`src/rtl/instr_fetch_buffer.sv`:
```
// instr_fetch_buffer: fetch PC, credit-limited imem requests, response FIFO and redirect flush.
// Optional FETCH_PERF_EN adds perf_redirects / perf_bubbles counters.
module instr_fetch_buffer #(
  parameter int          DEPTH    = 4,
  parameter logic [31:0] RESET_PC = 32'h0000_0000
) (
  input  logic        clock,
  input  logic        reset,
  input  logic        stall,
  input  logic        redirect,
  input  logic [31:0] redirect_addr,
  output logic        imem_req_valid,
  input  logic        imem_req_ready,
  output logic [31:0] imem_req_addr,
  input  logic        imem_resp_valid,
  input  logic [31:0] imem_resp_data,
  output logic        instr_valid,
  output logic [31:0] instr,
  output logic [31:0] instr_addr
`ifdef FETCH_PERF_EN
  ,
  output logic [31:0] perf_redirects,
  output logic [31:0] perf_bubbles
`endif
);
  localparam int AW = $clog2(DEPTH);
  localparam int CW = AW + 1;
  typedef enum logic {FETCH, DRAIN} state_t;
  state_t             state_q, state_d;
  logic [31:0]        fetch_pc_q, fetch_pc_d, resp_pc_q, resp_pc_d;
  logic [CW-1:0]      out_q, out_d, drop_q, drop_d, cnt_q, cnt_d;
  logic [AW-1:0]      rd_q, rd_d, wr_q, wr_d;
  logic [63:0]        mem_q [DEPTH];
  logic [31:0]        target;
  logic               accept, push, pop;
  assign target         = {redirect_addr[31:2], 2'b00};
  assign imem_req_valid = reset & !redirect & ((CW+1)'(out_q) + (CW+1)'(cnt_q) < (CW+1)'(DEPTH));
  assign imem_req_addr  = fetch_pc_q;
  assign instr_valid    = cnt_q != '0;
  assign instr          = instr_valid ? mem_q[rd_q][63:32] : '0;
  assign instr_addr     = instr_valid ? mem_q[rd_q][31:0] : '0;
  assign accept         = imem_req_valid & imem_req_ready;
  assign push           = imem_resp_valid & (state_q == FETCH) & !redirect;
  assign pop            = instr_valid & !stall & !redirect;
  always_comb begin
    fetch_pc_d = redirect ? target : accept ? fetch_pc_q + 32'd4 : fetch_pc_q;
    resp_pc_d  = redirect ? target : push ? resp_pc_q + 32'd4 : resp_pc_q;
    out_d      = out_q + CW'(accept) - CW'(imem_resp_valid);
    drop_d     = redirect ? out_d : (imem_resp_valid && state_q == DRAIN) ? drop_q - 1'b1 : drop_q;
    cnt_d      = redirect ? '0 : cnt_q + CW'(push) - CW'(pop);
    rd_d       = redirect ? '0 : rd_q + AW'(pop);
    wr_d       = redirect ? '0 : wr_q + AW'(push);
    state_d    = (drop_d != '0) ? DRAIN : FETCH;
  end
  always_ff @(posedge clock) begin
    if (!reset) begin
      state_q    <= FETCH;
      fetch_pc_q <= RESET_PC;
      resp_pc_q  <= RESET_PC;
      out_q      <= '0;
      drop_q     <= '0;
      cnt_q      <= '0;
      rd_q       <= '0;
      wr_q       <= '0;
    end else begin
      state_q    <= state_d;
      fetch_pc_q <= fetch_pc_d;
      resp_pc_q  <= resp_pc_d;
      out_q      <= out_d;
      drop_q     <= drop_d;
      cnt_q      <= cnt_d;
      rd_q       <= rd_d;
      wr_q       <= wr_d;
    end
  end
  always_ff @(posedge clock) begin
    if (push) mem_q[wr_q] <= {imem_resp_data, resp_pc_q};
  end
`ifdef FETCH_PERF_EN
  logic [31:0] perf_red_q, perf_bub_q;
  assign perf_redirects = perf_red_q;
  assign perf_bubbles   = perf_bub_q;
  always_ff @(posedge clock) begin
    if (!reset) begin
      perf_red_q <= '0;
      perf_bub_q <= '0;
    end else begin
      perf_red_q <= perf_red_q + 32'(redirect);
      perf_bub_q <= perf_bub_q + 32'(!instr_valid);
    end
  end
`endif
endmodule

```
`config.mk`:
```
export PLATFORM = sky130hd
export DESIGN_NAME = instr_fetch_buffer
export DESIGN_NICKNAME = d
export VERILOG_FILES = /design/src/rtl/instr_fetch_buffer.sv
export SDC_FILE = /design/constraint.sdc
export NUM_CORES = 1
export LEC_CHECK = 0
export CAP_MARGIN = 30
export CORE_MARGIN = 5
export CORE_UTILIZATION = 30
export DETAILED_ROUTE_END_ITERATION = 10
export PLACE_DENSITY = 0.47
export SYNTH_ARGS = -nofsm -noshare
export SYNTH_HDL_FRONTEND = slang
export SYNTH_SLANG_ARGS = --single-unit
export TNS_END_PERCENT = 20
```
`constraint.sdc`:
```
create_clock -name clock -period 6.4 [get_ports clock]
set_clock_uncertainty 0.05 [all_clocks]
set_input_delay 0.96 -clock clock [delete_from_list [all_inputs] [get_ports clock]]
set_output_delay 0.96 -clock clock [all_outputs]
set_load 0.005 [all_outputs]
```
**Yosys cells after proc, flatten, opt, wreduce, memory -nomap -nowiden**

Memories as Yosys holds them, arrays and structs flattened. A register that Yosys moved wholly into a read port is not among the register bits.
Index checks and enable logic that the tools add are counted.
W data, S select, Z words.

- Register bits after elaboration: 78
- Memory bits (writable): 256
- Word-level logic and storage cells: 51
- Memories kept: 1

Memory list:

| memory | words | bits a word | read ports | clocked after Yosys merged registers in | write ports | RTL line | RTL |
|---|---|---|---|---|---|---|---|
| mem_q | 4 | 64 | 1 | 1 | 1 | 33 | `logic [63:0] mem_q [DEPTH];` |

- Add/subtract/negate cells: 10
- $lt $le $gt $ge: 1
- Multiplexer cells: 12
- Bitwise operators: 9
- Reduce and logical (&&, ||, !) cells: 8

Operators by type and width:

| kind | number |
|---|---|
| $mux W32 | 6 |
| $add A32 B3 Y32 const B | 2 |
| $and A1 B1 Y1 | 7 |
| $add A3 B1 Y3 | 2 |
| $mux W3 | 2 |
| $reduce_bool A3 Y1 | 2 |
| $sub A3 B1 Y3 | 2 |
| $add A2 B1 Y2 | 2 |
| $add A3 B3 Y4 | 1 |
| $lt A4 B3 Y1 const B | 1 |
| $reduce_bool A2 Y1 | 2 |
| $mux W1 | 3 |
| $sub A3 B1 Y3 const B | 1 |
| $logic_not A1 Y1 | 2 |
| $mux W2 | 1 |
| $not A1 Y1 | 2 |
| $reduce_or A2 Y1 | 1 |
| $logic_and A1 B1 Y1 | 1 |

**Longest topological paths before layout**

- Depth after elaboration: 9
- Depth in mapped cells: 14
- Gate-level depth less buffers: 12

**Least setup slack after synthesis**

Ideal clock, no wire load.

- Path type: input to register
- Start: input imem_resp_valid
- End: memory mem_q[0][10], enable pin
- Data arrival time: 5590 ps
- Data required time: 5791 ps
- Path slack: 202 ps
- Stages: 3
- Path through: nor2b_1 > nand2_1 > nor3_1

- Longest elaborated chain between the ends: 4

Ends and longest elaborated chain:

| element | RTL line | RTL |
|---|---|---|
| start, declared | 15 | `input logic imem_resp_valid,` |
| $and A1 B1 Y1 (2 in series) | 43 | `assign push = imem_resp_valid & (state_q == FETCH) & !redirect;` |
| $mux W1 | 77 | `if (push) mem_q[wr_q] <= {imem_resp_data, resp_pc_q};` |
| $mux W1 (not written as such) | 77 |  |
| end, declared | 33 |  |

No other way between the ends.

**Worst setup path after layout**

- Start: input reset
- End: output imem_req_valid

- Longest elaborated chain between the ends: 2

Ends and longest elaborated chain:

| element | RTL line | RTL |
|---|---|---|
| start, declared | 8 | `input logic reset,` |
| $and A1 B1 Y1 (2 in series) | 37 | `assign imem_req_valid = reset & !redirect & ((CW+1)'(out_q) + (CW+1)'(cnt_q) < (CW+1)'(DEPTH));` |
| end, declared | 12 | `output logic imem_req_valid,` |

No other way between the ends.

==> run metrics <==
initial antenna violation count=1; leak pwr=0.00539 uW; Power Density=287 nW/um2; Setup TNS Final=0 ns; cell area after synthesis=13400 um2; CTS sink cnt=322; HPWL after detailed placement=20400 um; Cell variety after synth=62; clock slew at reported path FFs=0.06 ns; crit-path max FO=42; Fin. Hold Viols=0; hold buffers post-CTS=0; f_max=240 MHz; CTS tree=built; Reg power frac=0.494; gpl congestion=0.802; # rows=77; vias=7972; P_int=3790 uW; Core ar.=44200 um2; warnings from Yosys=0; Chip Width=221 um; fin crit share=0.651; # Post-CTS Setup Buffers=0; Worst R2R Setup Slack=2.98 ns; overall power=4860 uW; switching power=1070 uW; worst setup path startpoint=reset; Die Span Y=221 um; Max Root-Sink Buffers=3; sequential share of the synthesized area=0.666; number of synthesized flops with an enable pin=248; Starting Density=0.303; Avg Inst Size Synth=15.2 um2; post-route minimum period=4.17 ns; filler cell count=4149; initial drt markers=511; startpoint types=input pin; reg2reg start=cnt_q[1]; first-pass GRT wire length=50800 um; Pins Over Slew Limit=0; Crit. End Element=output pin; storage element area=8930 um2; Post-CTS Resized=0; Die ar.=49000 um2; footprint of the multi-input gates=4180 um2; slew at the pin with the worst max-slew slack=0.917 ns; Root Buffer=clkbuf_16; num ports=168; Layout Nets=1134; Logic pwr share=0.078; drt wl/cell=19.5 um; clock share of power=0.427; Placed Instance Area=15800 um2; Layout area overhead=26.5%; relative slew slack=0.387; critical path class=input pin to output pin; WP data arrival=3.16 ns; VDD IR max=0.000153 V; Critical Path RT=5.39 ns; ys async rst share=0; largest net degree at the start of global routing=68; post-route ant nets=0; CP endpoint=imem_req_valid; main flop type after synthesis=edfxtp_1; PortBufs=161; TritonCTS Buffers=37; Synth Register Bits=322; cell area after layout=17000 um2; post-layout util=0.383; Clock Latency Late Sink=0.52 ns; grt total ovfl=0; max_cap viols=0; min-delay worst type=register to register; Post-Syn Instances=882; RR Endpoint=state_q; status=complete, no violations; H-tree levels=2; DRT Pass-1 Iters=5; final setup fails=0; via count of the first global-routing pass=8461; r2r worst-path depth=13; layout cells sized above 1=0.150; Total Routing Usage GR=0.131; # diodes=0; RSZ-0062 raised after global routing=no; number of remaining DRC errors=0; Routed WL=32600 um; Via density=4.77; switching portion of total power=0.219
critical path, cell delays in order:
cell and delay, ns:
clkdlybuf4s50_1 0.48, buf_4 0.39, nand2_1 0.35, nor3b_1 0.38, clkdlybuf4s50_1 0.58
placed cells by master (no fill, tap or decap), types with 9 or more instances in the layout:
cell,Yosys,final
edfxtp_1,248,248
clkdlybuf4s50_1,0,161
dfxtp_1,74,72
nor2b_1,63,63
mux4_2,62,62
clkbuf_16,0,40
a21oi_1,37,37
nand2_1,36,36
o21ai_0,36,36
xnor2_1,36,36
nand3_1,32,32
nor2_1,31,29
inv_1,21,20
nor3_1,19,17
nand4_1,14,14
buf_4,4,12
ha_1,11,11
a31oi_1,9,9
and3_1,10,9
clkinv_2,0,9
per-stage QoR:
step	hold WS [ns]	cells	worst slack, ns
final	0.497	1671	2.23
after global routing	0.519	1671	2.08
after CTS	0.496	1671	2.15
after detailed placement	0.485	1604	2.20
after global placement	0.469	1600	2.16
after floorplan	0.431	885	0.202
cells in the mapped netlist (all sizes together) (2+ instances only):
library cell | n | area, um2
edfxtp | 248 | 7450
dfxtp | 74 | 1480
nor2b | 63 | 394
mux4 | 62 | 1400
a21oi | 37 | 185
nand2 | 37 | 141
o21ai | 36 | 180
xnor2 | 36 | 315
nand3 | 33 | 170
nor2 | 31 | 116
clkbuf | 29 | 109
inv | 22 | 82.6
buf | 21 | 131
nor3 | 19 | 95.1
nand4 | 15 | 100
nor4 | 13 | 151
ha | 11 | 138
and3 | 10 | 62.6
a31oi | 9 | 56.3
and2 | 9 | 56.3
xor2 | 8 | 70.1
or3 | 7 | 45.1
o211ai | 6 | 45.0
and4 | 5 | 43.8
a31o | 4 | 35.0
a211oi | 3 | 22.5
mux2i | 3 | 30.0
a311oi | 2 | 23.8
fa | 2 | 40.0
mux2 | 2 | 22.5
nor3b | 2 | 15.0
nor4b | 2 | 17.5
o211a | 2 | 20.0
o311a | 2 | 20.0
or2 | 2 | 12.5
or4 | 2 | 15.0
how the worst min path moves through the flow:
stage                            startpoint                end  slack (ns)  depth (start not counted)
after floorplan               resp_pc_q[31]       mem_q[0][31]        0.43                          0
after global routing          resp_pc_q[25]       mem_q[3][25]        0.52                          0
after detailed placement  imem_req_addr[12]  imem_req_addr[12]        0.49                          2
after global placement    imem_req_addr[12]  imem_req_addr[12]        0.47                          2
after CTS                     resp_pc_q[25]       mem_q[2][25]        0.50                          0
final                     imem_req_addr[12]  imem_req_addr[12]        0.50                          2
power groups by stage:
stage | Clock, uW | Combinational (uW) | Sequential [uW]
floorplan | 0 | 201 | 2430
finish | 2080 | 380 | 2400
global placement | 0 | 380 | 2450
detailed placement | 0 | 390 | 2450
global route | 2240 | 423 | 2410
CTS | 2140 | 391 | 2400
cells by family after synthesis:
| group | share of synthesized area |
|---|---|
| AOI/OAI and AO/OA | 0.0487 |
| muxes | 0.108 |
| and+or+nand+nor | 0.110 |
| adders and majority gates | 0.0133 |
| buffers and inverters | 0.0244 |
| xor gates and xnor gates | 0.0288 |
| DFF | 0.666 |
| other | 0.000280 |
state kept, by name (all words and copies together), names as in the netlist:
| register | flops |
|---|---|
| drop_q | 3 |
| cnt_q | 3 |
| rd_q | 2 |
| wr_q | 2 |
| out_q | 3 |
| resp_pc_q | 30 |
| imem_req_addr | 30 |
| state_q | 1 |
| mem_q | 248 |
layout make-up:
class / instances / area share
tap: 592 / 0.0437
clock inverter: 19 / 0.0100
sequential: 322 / 0.527
timing repair buffer: 177 / 0.107
inverter: 23 / 0.00509
clock buffer: 48 / 0.0608
multi-input combinational: 490 / 0.247
routing by layer:
| layer | global-route usage | vias up | routed length (um) |
|---|---|---|---|
| met5 | 0 | - | 13 |
| met4 | 0.0314 | 2 | 592 |
| met2 | 0.204 | 226 | 14600 |
| met3 | 0.0338 | 55 | 1950 |
| met1 | 0.185 | 3972 | 15500 |
| li1 | - | 3717 | - |
(Power assumes the default switching activity.)
